### src/rtl/ocram_pkg.sv
// Shared types for the OCRAM SRAM arbiter.
//   arb_state_e : arbitration FSM states (free rotation / locked hold)
//   sram_req_t  : one requester's access fields as presented to the macro
//   NREQ, ID_W  : number of requesters and width of a requester id
package ocram_pkg;

  localparam int NREQ         = 2;
  localparam int ID_W         = $clog2(NREQ);
  // Widest byte address the request struct carries; the top slices it down.
  localparam int OCRAM_ADDR_W = 32;

  typedef enum logic {
    ARB_FREE = 1'b0,
    ARB_HOLD = 1'b1
  } arb_state_e;

  typedef struct packed {
    logic                    we;
    logic [OCRAM_ADDR_W-1:0] addr;
    logic [7:0]              wdata;
  } sram_req_t;

endpackage

### src/rtl/ocram_rd_pipe.sv
// Read-return tracker: an RD_LAT-deep shift register of {valid, id} that
// lines up each granted read with the macro's read data.
//   clk, rstn : clock, asynchronous active-low reset (flushes in-flight reads)
//   in_vld    : a read was issued to the macro this cycle
//   in_id     : requester that issued it
//   out_vld   : read data on sram_dout belongs to a read this cycle
//   out_id    : requester that owns that data
module ocram_rd_pipe
  import ocram_pkg::*;
#(
  parameter int RD_LAT = 1
) (
  input  logic            clk,
  input  logic            rstn,
  input  logic            in_vld,
  input  logic [ID_W-1:0] in_id,
  output logic            out_vld,
  output logic [ID_W-1:0] out_id
);

  logic [RD_LAT-1:0]            vld_q, vld_d;
  logic [RD_LAT-1:0][ID_W-1:0]  id_q,  id_d;

  always_comb begin
    vld_d    = vld_q;
    id_d     = id_q;
    vld_d[0] = in_vld;
    id_d[0]  = in_id;
    for (int i = 1; i < RD_LAT; i++) begin
      vld_d[i] = vld_q[i-1];
      id_d[i]  = id_q[i-1];
    end
  end

  always_ff @(posedge clk or negedge rstn) begin
    if (!rstn) begin
      vld_q <= '0;
      id_q  <= '0;
    end else begin
      vld_q <= vld_d;
      id_q  <= id_d;
    end
  end

  assign out_vld = vld_q[RD_LAT-1];
  assign out_id  = id_q[RD_LAT-1];

endmodule

### src/rtl/ocram_sram_arbiter.sv
// Two-requester arbiter for the byte-wide OCRAM SRAM macro.
// Round-robin between m0 (APB SRAM controller) and m1 (boot/debug port), with
// an optional lock that keeps ownership for up to MAX_HOLD consecutive grants.
//   clk, rstn              : clock, asynchronous active-low reset
//   mK_req/lock/we/addr/wdata : requester K access, held until mK_gnt
//   mK_gnt                 : access issued to the macro this cycle
//   mK_rvalid, mK_rdata    : read return, RD_LAT cycles after a read grant
//   sram_cs/we/addr/din    : macro command (combinational from the winner)
//   sram_dout              : macro read data
module ocram_sram_arbiter
  import ocram_pkg::*;
#(
  parameter int ADDR_WIDTH = 32,
  parameter int RD_LAT     = 1,
  parameter int MAX_HOLD   = 8
) (
  input  logic                  clk,
  input  logic                  rstn,
  input  logic                  m0_req,
  input  logic                  m0_lock,
  input  logic                  m0_we,
  input  logic [ADDR_WIDTH-1:0] m0_addr,
  input  logic [7:0]            m0_wdata,
  output logic                  m0_gnt,
  output logic                  m0_rvalid,
  output logic [7:0]            m0_rdata,
  input  logic                  m1_req,
  input  logic                  m1_lock,
  input  logic                  m1_we,
  input  logic [ADDR_WIDTH-1:0] m1_addr,
  input  logic [7:0]            m1_wdata,
  output logic                  m1_gnt,
  output logic                  m1_rvalid,
  output logic [7:0]            m1_rdata,
  output logic                  sram_cs,
  output logic                  sram_we,
  output logic [ADDR_WIDTH-1:0] sram_addr,
  output logic [7:0]            sram_din,
  input  logic [7:0]            sram_dout
);

  localparam logic [7:0] HOLD_LIM = 8'(MAX_HOLD);
  localparam bit         LOCK_EN  = (MAX_HOLD > 1);

  arb_state_e state_q, state_d;
  logic       pri_q, pri_d;
  logic       owner_q, owner_d;
  logic [7:0] hold_cnt_q, hold_cnt_d;

  logic       hold_act;
  logic       arb_pri;
  sram_req_t  req0, req1, sel;
  logic       rd_vld, tail_vld;
  logic [ID_W-1:0] rd_id, tail_id;

  // State register
  always_ff @(posedge clk or negedge rstn) begin
    if (!rstn) begin
      state_q    <= ARB_FREE;
      pri_q      <= 1'b0;
      owner_q    <= 1'b0;
      hold_cnt_q <= '0;
    end else begin
      state_q    <= state_d;
      pri_q      <= pri_d;
      owner_q    <= owner_d;
      hold_cnt_q <= hold_cnt_d;
    end
  end

  // Grant and macro command (output process)
  always_comb begin
    hold_act = (state_q == ARB_HOLD) &&
               (owner_q ? (m1_req & m1_lock) : (m0_req & m0_lock));
    // Once the owner lets go, the other side gets first pick that same cycle.
    arb_pri  = (state_q == ARB_HOLD) ? ~owner_q : pri_q;
    if (hold_act) begin
      m0_gnt = ~owner_q;
      m1_gnt = owner_q;
    end else begin
      m0_gnt = m0_req & (~m1_req | ~arb_pri);
      m1_gnt = m1_req & (~m0_req |  arb_pri);
    end
    // Nothing may reach the macro while reset is held.
    m0_gnt = m0_gnt & rstn;
    m1_gnt = m1_gnt & rstn;

    req0.we    = m0_we;
    req0.addr  = OCRAM_ADDR_W'(m0_addr);
    req0.wdata = m0_wdata;
    req1.we    = m1_we;
    req1.addr  = OCRAM_ADDR_W'(m1_addr);
    req1.wdata = m1_wdata;
    sel        = m1_gnt ? req1 : req0;

    sram_cs   = m0_gnt | m1_gnt;
    sram_we   = sram_cs & sel.we;
    sram_addr = sel.addr[ADDR_WIDTH-1:0];
    sram_din  = sel.wdata;
  end

  // Next-state process
  always_comb begin
    state_d    = state_q;
    pri_d      = pri_q;
    owner_d    = owner_q;
    hold_cnt_d = hold_cnt_q;
    if (hold_act) begin
      hold_cnt_d = hold_cnt_q + 8'd1;
      if ((hold_cnt_q + 8'd1) == HOLD_LIM) begin
        state_d    = ARB_FREE;
        pri_d      = ~owner_q;
        hold_cnt_d = '0;
      end
    end else begin
      // Free rotation, or the cycle the owner released its hold.
      state_d    = ARB_FREE;
      hold_cnt_d = '0;
      if (sram_cs) begin
        if (LOCK_EN && (m1_gnt ? m1_lock : m0_lock)) begin
          state_d    = ARB_HOLD;
          owner_d    = m1_gnt;
          hold_cnt_d = 8'd1;
        end else begin
          pri_d = ~m1_gnt;
        end
      end else begin
        pri_d = arb_pri;
      end
    end
  end

  assign rd_vld = sram_cs & ~sram_we;
  assign rd_id  = ID_W'(m1_gnt);

  ocram_rd_pipe #(
    .RD_LAT (RD_LAT)
  ) u_rd_pipe (
    .clk     (clk),
    .rstn    (rstn),
    .in_vld  (rd_vld),
    .in_id   (rd_id),
    .out_vld (tail_vld),
    .out_id  (tail_id)
  );

  always_comb begin
    m0_rvalid = tail_vld & (tail_id == ID_W'(0));
    m1_rvalid = tail_vld & (tail_id == ID_W'(1));
    m0_rdata  = m0_rvalid ? sram_dout : 8'h00;
    m1_rdata  = m1_rvalid ? sram_dout : 8'h00;
  end

endmodule
### config.mk
export PLATFORM = sky130hd
export DESIGN_NAME = ocram_sram_arbiter
export DESIGN_NICKNAME = d
export VERILOG_FILES = /design/src/rtl/ocram_pkg.sv /design/src/rtl/ocram_rd_pipe.sv /design/src/rtl/ocram_sram_arbiter.sv
export SDC_FILE = /design/constraint.sdc
export NUM_CORES = 1
export LEC_CHECK = 0
export ABC_AREA = 1
export BUFFER_PORTS_ARGS = -buffer_cell sky130_fd_sc_hd__buf_2
export CAP_MARGIN = 20
export CORE_MARGIN = 4
export CORE_UTILIZATION = 36
export DETAILED_ROUTE_END_ITERATION = 8
export PLACE_DENSITY = 0.89
export SETUP_SLACK_MARGIN = 0.4
export SLEW_MARGIN = 20
export SYNTH_ARGS = -nofsm -noshare
export SYNTH_HDL_FRONTEND = slang
export SYNTH_SLANG_ARGS = --single-unit
### constraint.sdc
create_clock -name clk -period 4 [get_ports clk]
set_input_delay 0.8 -clock clk [delete_from_list [all_inputs] [get_ports clk]]
set_output_delay 0.8 -clock clk [all_outputs]
set_load 0.05 [all_outputs]
* Word level (Yosys, flattened, before mapping)
Cells that the tools add are included.
** Storage, ports and cells
- Register bits :: 13
- Input port bits :: 96
- Output and inout port bits :: 62
- Logic and storage cells :: 54
** Operators by class
- $add $sub $neg :: 1
- Equality and inequality tests :: 3
- Muxes and demuxes :: 20
- Bitwise operators :: 21
- Reductions and logical operators :: 3
** Operators with widths (count)
- $mux 41 :: 1
- $mux 8 :: 4
- $mux 1 :: 15
- $and 1x1->1 :: 10
- $add 8x1->8 const B :: 1
- $eq 8x4->1 const B :: 1
- $not 1->1 :: 8
- $ne 3x3->1 const B :: 1
- $or 1x1->1 :: 3
- $reduce_and 3->1 :: 1
- $ne 2x1->1 const B :: 1
- $reduce_and 2->1 :: 1
- $logic_and 1x1->1 :: 1

* Depth between registers and ports, before layout
- Depth in word-level cells :: 11
- Gate-level depth with buffers :: 12
- Mapped depth without buffers :: 12

* Modules after synthesis
From an unflattened synthesis, not the netlist that was laid out.
** Unflattened totals
- Cells, all modules :: 258
- Area total of the unflattened synthesis :: 1361.3 µm²
** Modules (own cells, without submodules)
- ocram_sram_arbiter :: instances 1, cells an instance 256, area an instance 1311.3 µm², seq. area each 275.3 µm²
- ocram_rd_pipe :: instances 1, cells an instance 2, area an instance 50.0 µm², seq. area each 50.0 µm²

* Least setup slack after synthesis
Ideal clock, no wire load.
- Kind :: input to output
- Start :: input port m1_req
- End :: output port sram_we
- Data arrival time :: 2.191 ns
- Data required time :: 3.200 ns
- Setup slack :: 1.009 ns
- Stages on the path :: 8
- Buffers on the path :: 0
- Cells stage by stage :: nand2_1 > nor2_2 > nor2_4 > nand2_2 > nand2_4 > or2_0 > o21ai_1 > a21oi_1
** Between the ends
- Word-level cells in the longest chain between the ends :: 7
- Elaborated cells between the ends (all ways) :: 14
- Those cells by class :: mux (4); bitwise (9); reduce/logical (1)
** RTL lines
- start, declared :: RTL line ocram_sram_arbiter.sv:27 : input logic m1_req,
- $and 1x1->1 / $not 1->1 (equally long branches) :: RTL line ocram_sram_arbiter.sv:74, ocram_sram_arbiter.sv:81
- $mux 1 / $or 1x1->1 (equally long branches) :: RTL line ocram_sram_arbiter.sv:74, ocram_sram_arbiter.sv:81
- $logic_and 1x1->1 / $and 1x1->1 (equally long branches) :: RTL line ocram_sram_arbiter.sv:73, ocram_sram_arbiter.sv:81
- $mux 1 :: RTL line ocram_sram_arbiter.sv:77 : if (hold_act) begin
- $and 1x1->1, on equally long branches :: RTL line ocram_sram_arbiter.sv:85, ocram_sram_arbiter.sv:86
- $or 1x1->1 / $mux 41 (equally long branches) :: RTL line ocram_sram_arbiter.sv:96, ocram_sram_arbiter.sv:94
- $and 1x1->1 * :: RTL line ocram_sram_arbiter.sv:97 : sram_we = sram_cs & sel.we;
- end, declared :: RTL line ocram_sram_arbiter.sv:36 : output logic sram_we,
Every way passes the cells marked *; elsewhere a longest branch is shown, timed or not.

* Final worst setup path
- Start :: input port rstn
- End :: output port sram_addr[4]
** Between the ends
- Word-level cells in the longest chain between the ends :: 2
** RTL lines
- start, declared :: RTL line ocram_sram_arbiter.sv:18 : input logic rstn,
- $and 1x1->1 :: RTL line ocram_sram_arbiter.sv:86 : m1_gnt = m1_gnt & rstn;
- $mux 41 :: RTL line ocram_sram_arbiter.sv:94 : sel = m1_gnt ? req1 : req0;
- end, declared :: RTL line ocram_sram_arbiter.sv:37 : output logic [ADDR_WIDTH-1:0] sram_addr,
No other way between the ends.

==> reports/summary.txt <==
area added between synthesis and finish: 62.9%
power share of the sequential group: 18.0%
later-pin clock latency in the skew report: 0.25 ns
met3 demand-to-capacity share in global routing: 5.94%
total instance count after detailed placement: 457
Setup Fix Bufs, Post-CTS: 0
switching share of power: 59.4%
die width: 69.5 um
Layout Nets: 511
sequential share of the synthesized area: 23.9%
hold violation total from the final report: 0
placed inst area: 2170 um2
mean instance size in the synthesized netlist: 5.28 um2
Post-DRT Antenna Nets: 0
cell internal power dissipation: 371 uW
Gate power share: 68.7%
initial antenna violation count: 0
clock net sink count: 13
final-report setup violation count: 0
Num CTS Buffers: 3
clock tree skew after final layout: 0.00426 ns
critical path endpoint category: output pin
number of warnings printed during yosys synthesis: 0
number of register bits inferred by synthesis: 13
# rows: 22
Worst-path clk slew: 0.06 ns
Achievable Freq: 303 MHz
Power Density: 413 nW/um2
register area: 325 um2
non-filler cells, final: 461
leading area contributor after synthesis: sky130_fd_sc_hd__nand2_1
post-route standard cell area excluding fillers: 2220 um2
overall power after layout: 915 uW
WL final: 5.11 mm
area of the die: 4830 um2
WL per Instance: 11.1 um
post-cts repair resize count: 0
static power due to leakage: 0.00153 uW
GRT Util Overall: 20.7%
cell area after synthesis: 1360 um2
port bufs: 157
Max VDD drop: 214 uV
area occupied by multi-input gates: 873 um2
total number of vias: 2098
first-pass GRT wire length: 8.32 mm
number of nets in the synthesized netlist: 355
overflow left after global routing: 0
sum of negative setup slack: 0 ns
reported max-cap violation count: 0
HP Class: input pin to async pin
synthesized instance count: 258
largest net degree at the start of global routing: 46
Layout Utilization: 60.6%
status: completed
worst relative slew slack: 71.5%
CP Data Required Time: 3.20 ns
Root Driver: sky130_fd_sc_hd__clkbuf_8
met1 routing resource usage after global routing: 20.6%
count of filler cells inserted in the layout: 359
diode insertion count for antenna repair: 0
leading cell types by total area after synthesis: sky130_fd_sc_hd__nand2_1, sky130_fd_sc_hd__dfrtp_1, sky130_fd_sc_hd__inv_1
clock tree from TritonCTS: yes
global placer's final weighted congestion: 0.829
final max-slew violation count: 0
floorplan die height: 69.5 um
largest fanout on the critical path: 25
Std-Cell Core Area: 3660 um2
synth unique cells: 22
RSZ-0062 raised after global routing: false
Critical Path AT: 2.50 ns
clock tree buffer depth: 2
Tmin final: 3.30 ns
1st-pass router iterations: 4
routing usage on met2: 39.3%
portion of total power attributed to the clock network: 13.3%
top cell type's share of synthesized area: 40.5%
most used routing layer in global routing: met2
vias in the first global route: 2044
Final Cycle Share: 82.4%
H-tree lvl count: 1
kind of critical path: input pin to output pin
number of violations reported at the end of detailed-routing iteration 0: 52
cts hold-fix bufs: 0
CP startpoint kind: input pin
Tightest Pin Transition: 0.428 ns
DRC violation count after routing: 0
num ports: 158
via density per instance: 4.55
initial core utilization: 37.2%
post-detailed-placement half-perimeter wirelength: 4.27 mm
share of cells above drive strength 1: 41.9%
NetSw: 544 uW
==> cells in the mapped netlist <==
| cell type | n |
|---|---|
| sky130_fd_sc_hd__nand3_1 | 11 |
| sky130_fd_sc_hd__or2_0 | 1 |
| sky130_fd_sc_hd__inv_1 | 29 |
| sky130_fd_sc_hd__ha_1 | 1 |
| sky130_fd_sc_hd__nand2_1 | 147 |
| sky130_fd_sc_hd__nand2_2 | 3 |
| sky130_fd_sc_hd__nor3b_1 | 1 |
| sky130_fd_sc_hd__nand3b_1 | 1 |
| sky130_fd_sc_hd__nor2_1 | 22 |
| sky130_fd_sc_hd__buf_4 | 4 |
| sky130_fd_sc_hd__nand2_4 | 1 |
| sky130_fd_sc_hd__o21ai_1 | 1 |
| sky130_fd_sc_hd__and2_1 | 1 |
| sky130_fd_sc_hd__inv_2 | 1 |
| sky130_fd_sc_hd__o21ai_0 | 6 |
| sky130_fd_sc_hd__a21oi_1 | 3 |
| sky130_fd_sc_hd__nor2_2 | 3 |
| sky130_fd_sc_hd__buf_2 | 4 |
| sky130_fd_sc_hd__nor2_4 | 2 |
| sky130_fd_sc_hd__dfrtp_1 | 13 |
| sky130_fd_sc_hd__nand3_2 | 1 |
| sky130_fd_sc_hd__nand4_1 | 2 |
==> per-stage QoR <==
step	hold slack (ns)	setup slack, ns
floorplan	0.462	1.01
global placement	0.476	0.728
detailed placement	0.481	0.700
CTS	0.437	0.695
global route	0.448	0.484
finish	0.434	0.703
==> placed cells by master (no fill, tap or decap) <==
| cell | count |
|---|---|
| sky130_fd_sc_hd__buf_2 | 157 |
| sky130_fd_sc_hd__nand2_1 | 147 |
| sky130_fd_sc_hd__inv_1 | 29 |
| sky130_fd_sc_hd__nor2_1 | 22 |
| sky130_fd_sc_hd__dfrtp_1 | 13 |
| sky130_fd_sc_hd__nand3_1 | 11 |
| sky130_fd_sc_hd__o21ai_0 | 6 |
| sky130_fd_sc_hd__nor2_2 | 3 |
| sky130_fd_sc_hd__a21oi_1 | 3 |
| sky130_fd_sc_hd__nand2_2 | 3 |
| sky130_fd_sc_hd__clkbuf_8 | 3 |
| sky130_fd_sc_hd__nand4_1 | 2 |
| sky130_fd_sc_hd__nor2_4 | 2 |
| sky130_fd_sc_hd__buf_4 | 2 |
| sky130_fd_sc_hd__nand3b_1 | 1 |
| sky130_fd_sc_hd__nor3b_1 | 1 |
| sky130_fd_sc_hd__nand2_4 | 1 |
| sky130_fd_sc_hd__nand3_2 | 1 |
| sky130_fd_sc_hd__inv_2 | 1 |
| sky130_fd_sc_hd__or2_0 | 1 |
| sky130_fd_sc_hd__o21ai_1 | 1 |
| sky130_fd_sc_hd__and2_1 | 1 |
| sky130_fd_sc_hd__ha_1 | 1 |
| sky130_fd_sc_hd__clkbuf_1 | 1 |
==> final timing paths <==
check	start	endpoint	slack, ns	cells past startpoint
hold reg to reg	pri_q$_DFFE_PN0P_	pri_q$_DFFE_PN0P_	0.50	2
hold / removal	rstn	state_q$_DFFE_PN0P_	0.43	1
max in group asynchronous	rstn	hold_cnt_q[6]$_DFF_PN0_	3.32	1
setup / recovery	rstn	sram_addr[4]	0.70	9
setup reg to reg	owner_q$_DFFE_PN0P_	pri_q$_DFFE_PN0P_	2.00	11
min in group clk	pri_q$_DFFE_PN0P_	pri_q$_DFFE_PN0P_	0.50	2
==> state kept, by name, summed over array words and instances (netlist names) <==
signal,flops
owner_q,1
state_q,1
hold_cnt_q,8
u_rd_pipe.out_vld,1
u_rd_pipe.out_id,1
pri_q,1
==> layer usage <==
layer | wire, um | vias to the layer above
met5 | 0 | -
met4 | 125 | 0
met3 | 541 | 14
met2 | 2590 | 105
met1 | 1850 | 901
li1 | - | 1078
==> logic make-up after synthesis <==
| family | after synthesis | share of synthesized area, % |
|---|---|---|
| AOI/OAI and AO/OA | 10 | 3.68 |
| adders and majority gates | 1 | 0.919 |
| buffers and inverters | 38 | 11.9 |
| DFF | 13 | 23.9 |
| and+or+nand+nor | 196 | 59.6 |
==> power groups by stage <==
stage	logic (uW)	clock network, uW	registers [uW]
6_report	629	122	164
5_1_grt	676	130	167
4_1_cts	631	124	163
3_5_place_dp	629	0	165
3_3_place_gp	621	0	165
2_1_floorplan	476	0	162
==> cell type report <==
class / count / area share [%]
Tap cell: 48 / 2.71
Timing Repair Buffer: 159 / 36.1
Clock buffer: 4 / 2.03
Sequential cell: 13 / 14.7
Multi-Input combinational cell: 207 / 39.4
Inverter: 30 / 5.08
==> worst max-delay path, stage by stage <==
cell	delay, ns
sky130_fd_sc_hd__buf_2	0.28
sky130_fd_sc_hd__inv_1	0.08
sky130_fd_sc_hd__nor2_1	0.23
sky130_fd_sc_hd__nand2_4	0.08
sky130_fd_sc_hd__inv_2	0.29
sky130_fd_sc_hd__buf_4	0.31
sky130_fd_sc_hd__nand2_1	0.07
sky130_fd_sc_hd__nand2_1	0.08
sky130_fd_sc_hd__buf_2	0.27
Note: power is estimated with default switching activity, not from simulation.
